==> src/rtl/button_press_decoder.sv <==
// Turns a debounced button level into single-cycle short/long/double press
// pulses plus a hold level. All timing runs off an internal millisecond tick.
module button_press_decoder #(
    parameter int unsigned ClkFreq     = 100_000_000,
    parameter int unsigned LongPressMs = 1000,
    parameter int unsigned DoubleGapMs = 250
) (
    input  logic clk_i,
    input  logic rst_ni,
    input  logic btn_level_i,
    output logic short_press_o,
    output logic long_press_o,
    output logic double_press_o,
    output logic hold_o
);

    localparam int unsigned CYC_PER_MS = ClkFreq / 1000;
    localparam int unsigned PRESC_MAX  = CYC_PER_MS - 1;
    localparam int          PRESC_W    = (CYC_PER_MS > 1) ? $clog2(CYC_PER_MS) : 1;
    localparam int unsigned MS_MAX     = (LongPressMs > DoubleGapMs) ? LongPressMs : DoubleGapMs;
    localparam int          MS_W       = $clog2(MS_MAX + 1);

    typedef enum logic [2:0] {
        IDLE   = 3'd0,
        PRESS1 = 3'd1,
        WAIT2  = 3'd2,
        PRESS2 = 3'd3,
        LONG   = 3'd4
    } state_e;

    state_e             state_q, state_d;
    logic               prev_q;
    logic [PRESC_W-1:0] presc_q, presc_d;
    logic [MS_W-1:0]    ms_q, ms_d;
    logic               short_q, short_d;
    logic               long_q, long_d;
    logic               double_q, double_d;
    logic               hold_q, hold_d;

    logic rise, fall, ms_tick, long_exp, gap_exp;

    assign rise    = btn_level_i & ~prev_q;
    assign fall    = ~btn_level_i & prev_q;
    assign ms_tick = (presc_q == PRESC_W'(PRESC_MAX));

    // Expiry is taken on the tick that would carry the timer onto the limit,
    // so it lands exactly Ms*CYC_PER_MS cycles after entering the state.
    assign long_exp = ms_tick && (ms_q == MS_W'(LongPressMs - 1));
    assign gap_exp  = ms_tick && (ms_q == MS_W'(DoubleGapMs - 1));

    always_comb begin
        state_d  = state_q;
        short_d  = 1'b0;
        long_d   = 1'b0;
        double_d = 1'b0;

        // Edges are tested before expiries so an edge always wins a tie.
        unique case (state_q)
            IDLE: begin
                if (rise) state_d = PRESS1;
            end
            PRESS1: begin
                if (fall) begin
                    state_d = WAIT2;
                end else if (long_exp) begin
                    state_d = LONG;
                    long_d  = 1'b1;
                end
            end
            WAIT2: begin
                if (rise) begin
                    state_d = PRESS2;
                end else if (gap_exp) begin
                    state_d = IDLE;
                    short_d = 1'b1;
                end
            end
            PRESS2: begin
                if (fall) begin
                    state_d  = IDLE;
                    double_d = 1'b1;
                end else if (long_exp) begin
                    state_d = LONG;
                    long_d  = 1'b1;
                end
            end
            LONG: begin
                if (fall) state_d = IDLE;
            end
            default: state_d = IDLE;
        endcase

        hold_d = (state_d == LONG);
    end

    always_comb begin
        presc_d = presc_q;
        ms_d    = ms_q;
        if (state_d != state_q) begin
            presc_d = '0;
            ms_d    = '0;
        end else if (ms_tick) begin
            presc_d = '0;
            if (ms_q != MS_W'(MS_MAX)) ms_d = ms_q + MS_W'(1);
        end else begin
            presc_d = presc_q + PRESC_W'(1);
        end
    end

    always_ff @(posedge clk_i or negedge rst_ni) begin
        if (!rst_ni) begin
            state_q  <= IDLE;
            prev_q   <= 1'b0;
            presc_q  <= '0;
            ms_q     <= '0;
            short_q  <= 1'b0;
            long_q   <= 1'b0;
            double_q <= 1'b0;
            hold_q   <= 1'b0;
        end else begin
            state_q  <= state_d;
            prev_q   <= btn_level_i;
            presc_q  <= presc_d;
            ms_q     <= ms_d;
            short_q  <= short_d;
            long_q   <= long_d;
            double_q <= double_d;
            hold_q   <= hold_d;
        end
    end

    assign short_press_o  = short_q;
    assign long_press_o   = long_q;
    assign double_press_o = double_q;
    assign hold_o         = hold_q;

endmodule

==> config.mk <==
export PLATFORM = sky130hd
export DESIGN_NAME = button_press_decoder
export DESIGN_NICKNAME = d
export VERILOG_FILES = /design/src/rtl/button_press_decoder.sv
export SDC_FILE = /design/constraint.sdc
export NUM_CORES = 1
export LEC_CHECK = 0
export CORE_UTILIZATION = 50
export DETAILED_ROUTE_END_ITERATION = 6
export GPL_TIMING_DRIVEN = 0
export PLACE_DENSITY_LB_ADDON = 0.25
export SKIP_CTS_REPAIR_TIMING = 1
export SKIP_LAST_GASP = 1
export SLEW_MARGIN = 30
export SYNTH_ARGS = -nofsm -noshare
export SYNTH_HDL_FRONTEND = slang
export SYNTH_SLANG_ARGS = --single-unit
==> constraint.sdc <==
create_clock -name clk_i -period 2.4 [get_ports clk_i]
set_input_delay 0.72 -clock clk_i [delete_from_list [all_inputs] [get_ports clk_i]]
set_output_delay 0.72 -clock clk_i [all_outputs]
set_load 0.005 [all_outputs]
# Yosys cells after proc, flatten, opt, wreduce, memory -nomap -nowiden
# Index checks and enable logic that the tools add are counted.
# totals
out_inout_bits,4
regBits,35
wordCells,52
# classes
bitwise,4
reduce_logical,7
n_addsub,2
n_eq_ne,10
mux,21
# ops
op,count
17-bit two-way mux,2
10-bit two-way mux,3
3-bit two-way mux,7
"17-bit by 1-bit adder with 17-bit output, second input constant",1
"17-bit == test, second input constant",1
3-bit one-hot mux with 5 select lines,1
"10-bit by 1-bit adder with 10-bit output, second input constant",1
"10-bit == test, second input constant",1
"10-bit by 8-bit == test with 1-bit output, second input constant",1
"10-bit != test, second input constant",1
1-bit two-way mux,8
"3-bit by 2-bit == test with 1-bit output, second input constant",2
"3-bit == test, second input constant",2
2-bit nonzero test,2
"3-bit by 1-bit == test with 1-bit output, second input constant",1
3-bit logical NOT,1
3-bit != test,1
1-bit AND,2
1-bit logical AND,2
1-bit NOT,2
2-bit AND reduction,1
2-bit OR reduction,1

# Depth between registers and ports, before layout
# Gate-level depths: netlist of run 1.
# logic_depth
ltp_word,8
mapped_depth,8
ltp_nobuf,7

# Least setup slack after synthesis of run 1
# No wires, ideal clock.
# synth_timing
path_type,input to register
startpoint,input port btn_level_i
endpoint,register presc_q[10]
t_required_ps,2279
slack_ps,515
setup_time_ps,121
n_path_buf,1
t_arrival_ps,1764
cell_stages,6
path_cell_list,nand2b_1 -> a22oi_1 -> nor2_1 -> o21ai_0 -> buf_2 -> nor2_1
# synth_via
elab_chain_len,6
word_cells_on_any_way,11
cone_classes,eq/ne (1); mux (7); bitwise (3)
# synth_lines
element,line_no,source
from (decl),10,"input logic btn_level_i,"
1-bit NOT,43,assign fall = ~btn_level_i & prev_q;
1-bit AND,43,
"3-bit two-way mux, on equally long branches","88, 63, 79",
3-bit one-hot mux with 5 select lines (*),58,unique case (state_q)
3-bit != test (*),99,if (state_d != state_q) begin
17-bit two-way mux (*),99,
named net presc_d[10],33,"logic [PRESC_W-1:0] presc_q, presc_d;"
to (signal assigned),123,presc_q <= presc_d;
to (decl),33,
# Mark *: on every way through the listed nets, which the timed path passes. The rest lies on a longest branch.
# A chain may end at the register's enable or synchronous reset.

# Final worst setup path of run 1
# layout_timing
startpoint,input port btn_level_i
endpoint,register presc_q[8]
# Same word-level chain as after synthesis.

==> impl_metrics.ini, run 1 <==
[routing]
drc = 0
num_vias = 1323
viasPerCell = 5.422
drt_iter0_markers = 70
routed-wl-met2_um = 1575
wl_met3_um = 75
wl_met1_um = 1590
drtPass1Iterations = 4
totalWireLength_um = 3332
antenna_left = 0
routed.top_layer = met4
post_drt_wl_per_cell_um = 13.66

[clocking]
cts_sinks = 35
clk_pin_slew_ns = 0.07
cts-root-buf = clkbuf_8
insertion_delay_ns = 0.29
clockBufferDepth = 2
cts_buffers = 5
cts_tree = built
h-tree-depth = 2

[global_routing]
grt_max_degree = 19
grt_pass1_wl_um = 5982
antenna_found_initial = 0
gr-usage-all-layers = 0.1953
overflow = 0
first_global_vias = 1334

[floorplan]
die_w_um = 63.41
die_h_um = 63.41
placementRows = 21
dieArea_um2 = 4021
ioPinCount = 7
core_um2 = 3468
initial_core_util = 0.5437

[timing]
fmaxAchievable_ghz = 0.4521
fin_crit_sh = 0.9217
finalSetupViolations = 0
min_period_ns = 2.212
maxSlewHeadroom = 0.6143
slew_violations = 0
hold_viol_final = 0
rsz0062_at_grt = false
whs_ns = 0.3732
fin_worst_skew_ns = 0.005750
tightest_slew_ns = 0.5741

[setup_path]
arrival_ns = 2.38
startpoint = btn_level_i
slowest_delay_ns = 0.51
endpoint_kind = register
worstReg2RegStart = presc_q[0]$_DFF_PN0_
startpoint_type = input port
worstPathRequired_ns = 2.57
critPathKind = input port to register
crit_end = presc_q[8]$_DFF_PN0_
cp_common_cell = nor2_1
worst_r2r_endpoint = presc_q[2]$_DFF_PN0_
critPathSlowestCell = clkdlybuf4s50_1
reg2reg_depth = 7
crit_path_max_fanout = 10
path_cells = clkdlybuf4s50_1 > nand2b_1 > a22oi_1 > nor2_1 > o21ai_1 > buf_2 > nor2_1
ff2ff_setup_slack_ns = 0.40

[layout]
fin_cells = 244
fin_nets = 204
drive_above_1_share = 0.1364
design_area_um2 = 2126
nFillCells = 305
area_delta_synth_final_pct = 12.74
num_antenna_cells = 0

[logic_synthesis]
synthCells = 183
yosysMostFrequentCell = dfrtp_1
syn_area_per_cell_um2 = 10.30
ys.flop_type = dfrtp_1
async_flop_share = 1.000
ys_types = 39
synth_area_um2 = 1886
synth_area_leaders = dfrtp_1 46%, xor2_1 6.5%, nor3_1 5.0%, nor2_1 5.0%, xnor2_1 4.2%
postSynthNetCount = 190
synth_top_cell_by_area = dfrtp_1
yosys_register_bits = 35
synth_common_cells = 35 x dfrtp_1, 25 x nor2_1, 19 x nor3_1
synth_edf_count = 0
synth-seq-area-share = 0.4645
ys_warn_count = 0
synth_top_area_share = 0.4645

[placed_design]
io_buffers = 6
dp_hpwl_um = 2421
place_area_um2 = 2026
place_congestion = 0.8739
post-place-cells = 236

[hold_path]
hold_path_class = input port to async pin

[power]
p_leak_nw = 0.9064
ir_drop_uv = 391.2
power_mw = 1.312
cellPowerDensity_nw_per_um2 = 617.4

[run]
cap_violations = 0

[run_status]
outcome = completed
## how the worst min path moves through the flow
stage          slack [ns]                  endpoint  depth (start not counted)            startpoint
2_1_floorplan        0.42  double_press_o$_DFF_PN0_                          0                rst_ni
3_3_place_gp         0.47      presc_q[0]$_DFF_PN0_                          1  presc_q[0]$_DFF_PN0_
3_5_place_dp         0.48      presc_q[0]$_DFF_PN0_                          1  presc_q[0]$_DFF_PN0_
4_1_cts              0.38      state_q[0]$_DFF_PN0_                          1                rst_ni
5_1_grt              0.42      state_q[0]$_DFF_PN0_                          1                rst_ni
6_report             0.37      state_q[0]$_DFF_PN0_                          1                rst_ni
## cell families after synthesis
kind of cell,count (synthesis),synth area share
mux,3,0.01593
fa+ha+maj,4,0.02654
xor+xnor,23,0.1068
buf+inv,13,0.03782
compound gates,10,0.05242
flops,35,0.4645
simple gates,95,0.2959
## power breakdown
group	switching, mW	internal (mW)
clock	0.205	0.262
sequential	0.0377	0.626
combinational	0.109	0.0725
total	0.352	0.961
## metrics by stage
stage	worst slack [ns]	setup TNS [ns]	utilization
after global routing	0.006730	0	0.6129
final	0.1880	0	0.6129
after CTS	-0.02259	-0.1511	0.6129
after global placement	-0.2713	-6.750	0.5776
after floorplan	0.5148	0	-
after detailed placement	-0.3255	-3.360	0.5841
## critical path, delay by kind of cell
kind / cells / cell delay, ns
AO/OA/AOI/OAI: 2 / 0.55
AND/OR/NAND/NOR: 3 / 0.30
buffers and inverters: 2 / 0.81
## cell type report
class / instances / area (µm²) / area share
Sequential cell: 35 / 875.8 / 0.4120
Timing Repair Buffer: 7 / 82.58 / 0.03885
Tap cell: 46 / 57.56 / 0.02707
Inverter: 7 / 26.28 / 0.01236
Clock buffer: 8 / 100.1 / 0.04709
Buffer: 6 / 45.04 / 0.02119
Multi-Input combinational cell: 135 / 938.4 / 0.4414
## flip-flops by register name, indices dropped and copies added, names as in the netlist
| register | cells |
|---|---|
| short_press_o | 1 |
| double_press_o | 1 |
| long_press_o | 1 |
| ms_q | 10 |
| prev_q | 1 |
| state_q | 3 |
| presc_q | 17 |
| hold_o | 1 |
## cells in the final DEF, fill, tap and decap left out, types with 2 or more instances in the layout
cell | synthesis | routed
dfrtp_1 | 35 | 35
nor2_1 | 25 | 25
nor3_1 | 19 | 19
xor2_1 | 14 | 14
nand2_1 | 10 | 10
nand3_1 | 10 | 10
xnor2_1 | 9 | 9
inv_1 | 7 | 7
clkbuf_8 | 0 | 7
nand4_1 | 6 | 6
clkdlybuf4s50_1 | 0 | 5
and4_1 | 4 | 4
ha_1 | 4 | 4
buf_2 | 2 | 3
mux2i_1 | 3 | 3
nor2b_1 | 2 | 2
and4bb_2 | 2 | 2
buf_6 | 2 | 2
nand2b_1 | 2 | 2
a31oi_1 | 2 | 2
and3_1 | 2 | 2
and2_1 | 2 | 2
nor4b_1 | 2 | 2
nor4_2 | 2 | 2
## metal layers
layer  global-route usage  up-vias
li1                     -      664
met1               0.2462      633
met2               0.3085       17
met3              0.03623        9
met4               0.1193        0
met5                    0        -
Note: power is estimated with default switching activity, not from simulation.
==> run 2: changes to the inputs <==
--- a/config.mk
+++ b/config.mk
@@ -5,6 +5,7 @@
 export SDC_FILE = /design/constraint.sdc
 export NUM_CORES = 1
 export LEC_CHECK = 0
+export CAP_MARGIN = 20
 export CORE_UTILIZATION = 50
 export DETAILED_ROUTE_END_ITERATION = 6
 export GPL_TIMING_DRIVEN = 0
==> results of run 2 <==
Same layout as run 1: the final DEF is identical, and so are final timing and power.
